[config.mk]
export PLATFORM = sky130hd
export DESIGN_NAME = inst_fetch
export DESIGN_NICKNAME = d
export VERILOG_FILES = /design/src/rtl/inst_fetch_pkg.sv /design/src/rtl/inst_fetch_fetch_buf.sv /design/src/rtl/inst_fetch.sv
export SDC_FILE = /design/constraint.sdc
export NUM_CORES = 1
export LEC_CHECK = 0
export CELL_PAD_IN_SITES_DETAIL_PLACEMENT = 1
export CELL_PAD_IN_SITES_GLOBAL_PLACEMENT = 1
export CORE_MARGIN = 2
export CORE_UTILIZATION = 48
export CTS_BUF_LIST = sky130_fd_sc_hd__clkbuf_8
export CTS_CLUSTER_DIAMETER = 50
export DETAILED_ROUTE_END_ITERATION = 10
export GPL_ROUTABILITY_DRIVEN = 0
export GPL_TIMING_DRIVEN = 0
export PLACE_DENSITY_LB_ADDON = 0.1
export SKIP_CTS_REPAIR_TIMING = 1
export SLEW_MARGIN = 20
export SYNTH_ARGS = -nofsm -noshare
export SYNTH_HDL_FRONTEND = slang
export SYNTH_SLANG_ARGS = --single-unit
[constraint.sdc]
create_clock -name clk -period 5.7 [get_ports clk]
set_input_delay 1.14 -clock clk [delete_from_list [all_inputs] [get_ports clk]]
set_output_delay 1.14 -clock clk [all_outputs]
set_load 0.02 [all_outputs]
[src/rtl/inst_fetch_pkg.sv]
// ----------------------------------------------------------------------------
// inst_fetch_pkg
// Shared definitions for the instruction-fetch stage: FSM state encodings,
// default reset vector, the NOP word used for address-error entries, the
// fetch-buffer depth and the buffer entry layout.
// ----------------------------------------------------------------------------
package inst_fetch_pkg;

    localparam logic [31:0] RESET_VECTOR_DEF = 32'hBFC0_0000;
    localparam logic [31:0] INST_NOP         = 32'h0000_0000;
    localparam int unsigned FBUF_DEPTH       = 2;
    localparam logic [31:0] PC_STEP          = 32'd4;

    typedef enum logic [1:0] {
        ST_IDLE  = 2'd0,
        ST_FETCH = 2'd1,
        ST_WAIT  = 2'd2,
        ST_FLUSH = 2'd3
    } fetch_state_e;

    typedef struct packed {
        logic [31:0] inst;
        logic [31:0] pc;
        logic        iaddr_err;
    } fbuf_entry_t;

    // Sequential PC advance; wraps modulo 2^32.
    function automatic logic [31:0] pc_next(input logic [31:0] pc);
        return pc + PC_STEP;
    endfunction

endpackage

[src/rtl/inst_fetch_fetch_buf.sv]
// ----------------------------------------------------------------------------
// fetch_buf
// Two-entry FIFO of {inst, pc, iaddr_err}. Entry 0 is always the head, so the
// head outputs come straight from a register and keep the last dequeued value
// when the buffer drains.
// Ports:
//   clk, rst_n   clock, async active-low reset
//   enq          write enq_entry this cycle
//   enq_entry    entry to write
//   deq          drop the head this cycle (ignored when empty)
//   clear        empty the buffer (wins over enq/deq)
//   head         current head entry
//   count        number of valid entries (0..2)
// ----------------------------------------------------------------------------
module fetch_buf
    import inst_fetch_pkg::*;
(
    input  logic        clk,
    input  logic        rst_n,
    input  logic        enq,
    input  fbuf_entry_t enq_entry,
    input  logic        deq,
    input  logic        clear,
    output fbuf_entry_t head,
    output logic [1:0]  count
);

    fbuf_entry_t e0_q, e0_d;
    fbuf_entry_t e1_q, e1_d;
    logic [1:0]  count_q, count_d;
    logic        deq_s;

    // Next-state of the shift-style FIFO slots and occupancy.
    always_comb begin
        e0_d    = e0_q;
        e1_d    = e1_q;
        count_d = count_q;
        deq_s   = deq & (count_q != 2'd0);
        if (clear) begin
            count_d = 2'd0;
        end else begin
            case ({enq, deq_s})
                2'b10: begin
                    if (count_q == 2'd0) begin
                        e0_d    = enq_entry;
                        count_d = 2'd1;
                    end else if (count_q == 2'd1) begin
                        e1_d    = enq_entry;
                        count_d = 2'd2;
                    end else begin
                        count_d = count_q;
                    end
                end
                2'b01: begin
                    if (count_q == 2'd2) begin
                        e0_d    = e1_q;
                        count_d = 2'd1;
                    end else begin
                        // Single entry leaves: head slot keeps the old word.
                        count_d = 2'd0;
                    end
                end
                2'b11: begin
                    if (count_q == 2'd2) begin
                        e0_d = e1_q;
                        e1_d = enq_entry;
                    end else begin
                        e0_d = enq_entry;
                    end
                end
                default: begin
                    count_d = count_q;
                end
            endcase
        end
    end

    // Slot and occupancy registers.
    always_ff @(posedge clk or negedge rst_n) begin
        if (!rst_n) begin
            e0_q    <= '0;
            e1_q    <= '0;
            count_q <= 2'd0;
        end else begin
            e0_q    <= e0_d;
            e1_q    <= e1_d;
            count_q <= count_d;
        end
    end

    assign head  = e0_q;
    assign count = count_q;

endmodule

[src/rtl/inst_fetch.sv]
// ----------------------------------------------------------------------------
// inst_fetch
// Instruction-fetch stage: owns the PC, drives the instruction-bus read
// handshake (with wait states), buffers up to two fetched words and hands
// {inst, pc_value} to decode over a valid/ready handshake. Redirects flush the
// buffer; a request already stalled on the bus is allowed to finish (FLUSH)
// and its data is thrown away.
// Optional build macro: FETCH_ALIGN_CHECK_EN -- misaligned PCs produce an
// address-error entry instead of a bus read, and fetch halts until redirect.
// Ports:
//   clk, rst_n                 clock, async active-low reset
//   ibus_address/ibus_read     read request to the instruction bus
//   ibus_rddata/ibus_stall     read data and wait-state input
//   redirect/redirect_pc       flush and restart fetch at redirect_pc
//   inst/pc_value/inst_valid   head entry to decode
//   id_ready                   decode consumes head when inst_valid & id_ready
//   iaddr_err                  head entry carries an address error
// ----------------------------------------------------------------------------
module inst_fetch
    import inst_fetch_pkg::*;
#(
    parameter logic [31:0] RESET_VECTOR = RESET_VECTOR_DEF
) (
    input  logic        clk,
    input  logic        rst_n,
    output logic [31:0] ibus_address,
    output logic        ibus_read,
    input  logic [31:0] ibus_rddata,
    input  logic        ibus_stall,
    input  logic        redirect,
    input  logic [31:0] redirect_pc,
    output logic [31:0] inst,
    output logic [31:0] pc_value,
    output logic        inst_valid,
    input  logic        id_ready,
    output logic        iaddr_err
);

    fetch_state_e state_q, state_d;
    logic [31:0]  pc_q, pc_d;
    logic [31:0]  addr_q, addr_d;

    fbuf_entry_t  head_s;
    fbuf_entry_t  enq_entry_s;
    logic [1:0]   buf_count_s;
    logic [1:0]   occ_after_s;
    logic         deq_raw_s;
    logic         deq_s;
    logic         enq_s;
    logic         clear_s;
    logic         space_s;
    logic         misalign_s;

    assign inst_valid  = (buf_count_s != 2'd0);
    assign deq_raw_s   = inst_valid & id_ready;
    // Space test sees this cycle's dequeue so a full buffer being drained
    // can still issue (gives back-to-back throughput).
    assign occ_after_s = buf_count_s - {1'b0, deq_raw_s};
    assign space_s     = (occ_after_s < 2'd2);
    // A redirect cycle never consumes: the buffer is being thrown away.
    assign deq_s       = deq_raw_s & ~redirect;

`ifdef FETCH_ALIGN_CHECK_EN
    assign misalign_s = (pc_q[1:0] != 2'b00);
`else
    assign misalign_s = 1'b0;
`endif

    // FSM next state, PC/held-address update and bus/buffer controls.
    always_comb begin
        state_d      = state_q;
        pc_d         = pc_q;
        addr_d       = addr_q;
        ibus_read    = 1'b0;
        ibus_address = pc_q;
        enq_s        = 1'b0;
        clear_s      = 1'b0;
        enq_entry_s  = '{inst: ibus_rddata, pc: pc_q, iaddr_err: 1'b0};

        case (state_q)
            ST_IDLE: begin
                state_d = ST_FETCH;
            end
            ST_FETCH: begin
                if (space_s && misalign_s) begin
                    // Address error: no bus access, PC stays put.
                    enq_s       = 1'b1;
                    enq_entry_s = '{inst: INST_NOP, pc: pc_q, iaddr_err: 1'b1};
                end else if (space_s) begin
                    ibus_read = 1'b1;
                    if (ibus_stall) begin
                        addr_d  = pc_q;
                        state_d = redirect ? ST_FLUSH : ST_WAIT;
                    end else begin
                        enq_s = 1'b1;
                        pc_d  = pc_next(pc_q);
                    end
                end else begin
                    ibus_read = 1'b0;
                end
            end
            ST_WAIT: begin
                ibus_read    = 1'b1;
                ibus_address = addr_q;
                if (!ibus_stall) begin
                    enq_s   = 1'b1;
                    pc_d    = pc_next(addr_q);
                    state_d = ST_FETCH;
                end else if (redirect) begin
                    state_d = ST_FLUSH;
                end else begin
                    state_d = ST_WAIT;
                end
            end
            ST_FLUSH: begin
                // Finish the stale access; its data is never enqueued.
                ibus_read    = 1'b1;
                ibus_address = addr_q;
                if (!ibus_stall) begin
                    state_d = ST_FETCH;
                end else begin
                    state_d = ST_FLUSH;
                end
            end
            default: begin
                state_d = ST_IDLE;
            end
        endcase

        // Redirect overrides any enqueue and PC update from above.
        if (redirect) begin
            pc_d    = redirect_pc;
            clear_s = 1'b1;
            enq_s   = 1'b0;
        end else begin
            clear_s = 1'b0;
        end
    end

    // FSM, PC and held-address registers.
    always_ff @(posedge clk or negedge rst_n) begin
        if (!rst_n) begin
            state_q <= ST_IDLE;
            pc_q    <= RESET_VECTOR;
            addr_q  <= 32'h0000_0000;
        end else begin
            state_q <= state_d;
            pc_q    <= pc_d;
            addr_q  <= addr_d;
        end
    end

    fetch_buf u_fetch_buf (
        .clk       (clk),
        .rst_n     (rst_n),
        .enq       (enq_s),
        .enq_entry (enq_entry_s),
        .deq       (deq_s),
        .clear     (clear_s),
        .head      (head_s),
        .count     (buf_count_s)
    );

    assign inst      = head_s.inst;
    assign pc_value  = head_s.pc;
    // Entries only carry a set error bit when the alignment check is built in.
    assign iaddr_err = inst_valid & head_s.iaddr_err;

endmodule

==> impl_metrics.py, run 1 <==
metrics = {
    "status": {
        "status": "finished, final reports clean",
    },
    "layout": {
        "design_area_um2": 12600,
        "area_growth_syn_to_layout_pct": 24.0,
        "layout.nets": 1082,
        "antennaDiodeCount": 0,
        "drive_gt1_frac": 0.331,
    },
    "setup_path": {
        "startpoint_type": "flop",
        "r2r-start": "state_q[0]",
        "cp-end-kind": "output port",
        "crit_end": "ibus_address[24]",
        "arrival_ns": 3.87,
        "rr_worst_depth": 14,
        "critPathMaxFanout": 10,
        "path_class": "flop to output port",
        "regToRegSetupSlack_ns": 1.33,
        "cp.required_ns": 4.56,
        "r2r-end": "pc_q[30]",
        "cp-startpoint": "state_q[0]",
    },
    "sta": {
        "fmax_mhz": 200,
        "period_minus_slack_ns": 5.01,
        "period_share": 0.879,
        "slew_violations": 0,
        "slew_headroom": 0.468,
        "tightest_slew_ns": 0.797,
        "tns_ns": 0,
        "rsz0062_at_grt": "no",
        "skew_ns": 0.0163,
        "finalSetupViolCount": 0,
        "hold_slack_ns": 0.509,
        "finalHoldViolCount": 0,
    },
    "global_route": {
        "grtUsageMet1": 0.319,
        "gr-max-usage-layer": "met2",
        "grt_pass1_vias": 7884,
        "grtUsageMet3": 0.0407,
        "grt_overflow": 0,
        "grt_pass1_wl_um": 42700,
        "grtUsageMet2": 0.425,
        "grt_usage": 0.246,
        "grt_max_degree": 91,
        "antenna_found_initial": 0,
    },
    "min_path": {
        "hp-class": "flop to flop",
    },
    "logic_synthesis": {
        "ys_warn_count": 0,
        "yosysUniqueCellTypes": 66,
        "synth_nets": 896,
        "ys_ff_latch": 196,
        "async_flop_share": 1.00,
        "synth.cell_area_um2": 10100,
        "synth_edf_count": 0,
        "synth_area_per_cell_um2": 12.3,
        "synthFlopType": "dfrtp_1",
        "syn_inst": 822,
        "seq_area_frac_synth": 0.485,
    },
    "power_and_ir_drop": {
        "total_power_w": 0.00647,
        "power.density_nw_per_um2": 514,
        "irDropWorstVdd_mv": 0.278,
        "leakagePower_nw": 5.43,
    },
    "routing": {
        "vias_per_cell": 5.66,
        "finalWirelength_um": 26500,
        "drc_errors": 0,
        "drt-initial-drc-count": 270,
        "drt-pass1-iter-count": 4,
        "ant_nets": 0,
        "vias": 7333,
        "post_drt_wl_per_cell_um": 20.4,
    },
    "clock_network": {
        "cts_root_buffer": "clkbuf_8",
        "cts_tree": "built",
        "cts.reportedPaths.clkPinSlew_ns": 0.10,
        "htree_levels": 4,
        "clk_path_buf_depth": 2,
        "insertion_delay_ns": 0.47,
        "cts_made_buffers": 17,
        "cts_num_sinks": 196,
    },
    "floorplan": {
        "io_pins": 168,
        "die_width_um": 149,
        "fp.coreArea_um2": 20900,
        "rows": 53,
        "die_y_um": 149,
        "die_area_um2": 22300,
        "start_util": 0.485,
    },
    "placement": {
        "dpl_cell_area_um2": 12200,
        "portBuffers": 165,
        "dp_hpwl_um": 19100,
    },
    "run": {
        "cap_violations": 0,
    },
}
[how the worst min path moves through the flow]
stage                              start              endpoint  slack [ns]  cells after the start
floorplan           u_fetch_buf.e1_q[10]  u_fetch_buf.e1_q[10]        0.47                      1
global placement    u_fetch_buf.e1_q[18]  u_fetch_buf.e1_q[18]        0.48                      1
detailed placement  u_fetch_buf.e1_q[54]  u_fetch_buf.e1_q[54]        0.49                      1
CTS                 u_fetch_buf.e1_q[54]  u_fetch_buf.e1_q[54]        0.51                      1
global route        u_fetch_buf.e1_q[14]  u_fetch_buf.e1_q[14]        0.53                      1
finish              u_fetch_buf.e1_q[54]  u_fetch_buf.e1_q[54]        0.51                      1
[registers in the layout (all words and copies together), names as in the netlist]
signal             flops
pc_q                  32
u_fetch_buf.e1_q      64
addr_q                32
u_fetch_buf.head      64
state_q                2
u_fetch_buf.count      2
[power by group]
part | leakage (nW) | internal (W) | switching (W)
registers | 2.48 | 0.00191 | 0.000401
clock network | 0.192 | 0.000323 | 0.000546
logic | 2.76 | 0.00167 | 0.00162
total | 5.43 | 0.00390 | 0.00256
[worst max-delay path, stage by stage, from the launching register on]
cell and delay (ns):
dfrtp_1 0.42, inv_1 0.13, ha_1 0.26, buf_6 0.16, buf_6 0.16, clkbuf_1 0.30
nor2_1 0.61, buf_2 0.42, mux2_2 0.40, clkdlybuf4s50_1 0.55
[through the flow]
step                      instances   util  setup slack [ns]
after CTS                      1296  0.602             0.672
after detailed placement       1264  0.584              1.19
after floorplan                 822      -              2.48
after global routing           1296  0.602             0.544
after global placement         1262  0.581             -5.02
final                          1296  0.602             0.690
[cells in the mapped netlist, types with 3 or more instances]
| cell type | number | area (µm²) |
|---|---|---|
| a21oi_1 | 44 | 220 |
| buf_1 | 3 | 11.3 |
| buf_2 | 22 | 110 |
| buf_6 | 9 | 101 |
| clkbuf_1 | 17 | 63.8 |
| dfrtp_1 | 187 | 4680 |
| dfstp_2 | 9 | 236 |
| ha_1 | 5 | 62.6 |
| inv_1 | 6 | 22.5 |
| mux2_1 | 22 | 248 |
| mux2_2 | 242 | 2730 |
| mux2i_1 | 22 | 220 |
| nand2_1 | 44 | 165 |
| nand2b_1 | 4 | 25.0 |
| nand3_1 | 10 | 50.1 |
| nand4_1 | 7 | 43.8 |
| nand4b_1 | 3 | 26.3 |
| nor2_1 | 40 | 150 |
| nor2b_1 | 4 | 25.0 |
| nor3_1 | 11 | 55.1 |
| nor4_1 | 6 | 37.5 |
| o21ai_0 | 22 | 110 |
| o21ai_1 | 4 | 20.0 |
| o221ai_1 | 5 | 43.8 |
| xnor2_1 | 7 | 61.3 |
| xor2_1 | 15 | 131 |
[cells by family after synthesis]
kind of cell	after synthesis	synth area share
mux	286	0.315
buf+inv	59	0.0317
other cells	1	0.000370
flops	196	0.485
xor+xnor	22	0.0190
compound gates	103	0.0644
fa+ha+maj	5	0.00617
simple gates	150	0.0787
[metal layers]
metal  up-vias  part of all wire
li1       3341                 -
met1      3766              0.43
met2       195              0.50
met3        31             0.047
met4         0             0.017
met5         -                 0
[placed cells by master (no fill, tap or decap), types with 11 or more instances in the layout]
master and count:
o21ai_0 22, buf_2 22, a21oi_1 44, nand2_1 44
clkbuf_8 17, nor2_1 40, nor3_1 11, clkbuf_1 17
mux2_1 22, mux2i_1 22, xor2_1 15, dfrtp_1 187
mux2_2 242, clkdlybuf4s50_1 164
[area by class of cell]
class,count,area [µm²]
Fill cell,2167,8320
Sequential cell,196,4920
Multi-Input combinational cell,567,4900
Timing Repair Buffer,167,1710
Tap cell,275,344
Buffer,53,299
Clock buffer,17,234
Clock inverter,15,140
Inverter,6,22.5
Power figures use the tool's default switching activity.
==> run 2: changes to the inputs <==
--- a/config.mk
+++ b/config.mk
@@ -5,16 +5,15 @@
 export SDC_FILE = /design/constraint.sdc
 export NUM_CORES = 1
 export LEC_CHECK = 0
-export CELL_PAD_IN_SITES_DETAIL_PLACEMENT = 1
-export CELL_PAD_IN_SITES_GLOBAL_PLACEMENT = 1
+export CAP_MARGIN = 20
 export CORE_MARGIN = 2
-export CORE_UTILIZATION = 48
+export CORE_UTILIZATION = 60
 export CTS_BUF_LIST = sky130_fd_sc_hd__clkbuf_8
 export CTS_CLUSTER_DIAMETER = 50
 export DETAILED_ROUTE_END_ITERATION = 10
 export GPL_ROUTABILITY_DRIVEN = 0
 export GPL_TIMING_DRIVEN = 0
-export PLACE_DENSITY_LB_ADDON = 0.1
+export PLACE_DENSITY = 0.88
 export SKIP_CTS_REPAIR_TIMING = 1
 export SLEW_MARGIN = 20
 export SYNTH_ARGS = -nofsm -noshare
==> run 2 against run 1 <==
Sequential share of layout area grew 0.18 points. Clock power rose by 7.1%. Highest routed layer is now met5. Critical path type unchanged. Core utilization grew 16 points. Fmax grew 1.9%. Total power grew 0.34%. Routed wire length fell by 9.8%. First-iteration DRC count rose by 74%. Sequential power about the same. Final area is 0.47% lower. Non-clock buffer count shrank 1.
==> impl_metrics.py, run 2 (synthesized netlist as in run 1, its figures left out) <==
metrics = {
    "layout": {
        "area_growth_syn_to_layout_pct": 23.4,
        "drive_gt1_frac": 0.329,
        "mostFrequentLayoutCell": "mux2_2",
        "nFillCells": 1109,
        "multiInputGateArea_um2": 4900,
        "fin_util": 0.757,
        "antennaDiodeCount": 0,
        "layout.nets": 1081,
        "seq_area_um2": 4920,
        "design_area_um2": 12500,
        "mostFrequentLayoutCells": "mux2_2 (242), dfrtp_1 (187), clkdlybuf4s50_1 (164)",
    },
    "setup_path": {
        "regToRegSetupSlack_ns": 1.50,
        "arrival_ns": 3.78,
        "r2r-start": "state_q[0]",
        "r2r-end": "pc_q[30]",
        "path_class": "flop to output port",
        "critPathMaxFanout": 10,
        "rr_worst_depth": 14,
        "cp.required_ns": 4.56,
        "startpoint_type": "flop",
        "cp-end-kind": "output port",
    },
    "floorplan": {
        "io_pins": 168,
        "fp.coreArea_um2": 16500,
        "die_width_um": 134,
        "rows": 47,
        "die_y_um": 134,
        "start_util": 0.614,
        "die_area_um2": 18000,
    },
    "power_and_ir_drop": {
        "power.density_nw_per_um2": 518,
        "total_power_w": 0.00649,
        "irDropWorstVdd_mv": 0.318,
        "leakagePower_nw": 5.43,
    },
    "sta": {
        "slew_headroom": 0.515,
        "slew_violations": 0,
        "finalHoldViolCount": 0,
        "hold_slack_ns": 0.509,
        "tns_ns": 0,
        "tightest_slew_ns": 0.728,
        "finalSetupViolCount": 0,
        "rsz0062_at_grt": "no",
        "period_minus_slack_ns": 4.92,
        "period_share": 0.862,
        "fmax_mhz": 203,
        "skew_ns": 0.00908,
    },
    "global_route": {
        "antenna_found_initial": 1,
        "grt_overflow": 0,
        "grt_max_degree": 102,
        "grt_pass1_vias": 7403,
        "grt_pass1_wl_um": 38300,
        "grt_usage": 0.272,
    },
    "placement": {
        "portBuffers": 165,
        "dpl_cell_area_um2": 12100,
        "dp_hpwl_um": 16600,
    },
    "clock_network": {
        "htree_levels": 4,
        "cts_made_buffers": 17,
        "cts_num_sinks": 196,
        "clk_path_buf_depth": 2,
        "insertion_delay_ns": 0.47,
        "cts.reportedPaths.clkPinSlew_ns": 0.09,
        "cts_root_buffer": "clkbuf_8",
        "cts_tree": "built",
    },
    "routing": {
        "ant_nets": 0,
        "drc_errors": 0,
        "finalWirelength_um": 23900,
        "vias": 7424,
        "drt-initial-drc-count": 471,
        "vias_per_cell": 5.99,
        "drt-pass1-iter-count": 5,
        "post_drt_wl_per_cell_um": 19.3,
    },
    "run": {
        "cap_violations": 0,
    },
    "min_path": {
        "hold_end": "u_fetch_buf.e1_q[34]",
        "whs_path_depth": 1,
        "min_from": "u_fetch_buf.e1_q[34]",
        "hp-class": "flop to flop",
    },
    "status": {
        "status": "finished, final reports clean",
    },
}
-- run 2: cell count changes in the layout (fill, tap and decap cells not counted) --
cell        delta
clkinvlp_4     +3
inv_6          -3
bufinv_16      +2
clkbuf_8       +2
clkinv_4       -2
buf_16         -1
clkinv_2       -1
clkinv_8       -1
inv_1          +1
inv_8          -1
-- run 2: how the worst max path moves through the flow --
stage                     from                    to  slack [ns]
global placement         rst_n  u_fetch_buf.e1_q[25]       -4.61
finish              state_q[0]       ibus_address[8]        0.78
floorplan           state_q[0]              pc_q[30]        2.48
global route        state_q[0]      ibus_address[10]        0.65
CTS                 state_q[0]       ibus_address[8]        0.77
detailed placement  state_q[0]       ibus_address[8]        1.30
-- run 2: through the flow --
stage	std cells	worst slack (ns)
floorplan	822	2.48
CTS	1240	0.770
finish	1240	0.784
detailed placement	1208	1.30
global placement	1207	-4.61
global route	1240	0.654
-- run 2: metal layers --
layer	routed length, µm	track usage	vias to the layer above
li1	-	-	3357
met1	10300	0.364	3718
met2	11500	0.454	301
met3	1560	0.0472	46
met4	543	0.0887	2
met5	13	0	-
-- run 2: layout make-up --
class,count,area share
flip-flops and latches,196,0.393
multi-input cells,567,0.392
repair buffers,166,0.135
plain buffers,53,0.0239
well taps,220,0.0220
clock buffers,19,0.0209
clock inverters,13,0.0120
inverters,6,0.00180
-- run 2: worst max-delay path, stage by stage (launching register included) --
cell and delay, ns:
dfrtp_1 0.42, inv_1 0.11, ha_1 0.25, buf_6 0.16
buf_6 0.16, clkbuf_1 0.30, nor2_1 0.56, buf_2 0.39
mux2_2 0.41, clkdlybuf4s50_1 0.54
-- run 2: power by group --
group | switching, W | internal (W)
combinational | 0.00158 | 0.00167
sequential | 0.000399 | 0.00191
clock | 0.000511 | 0.000421
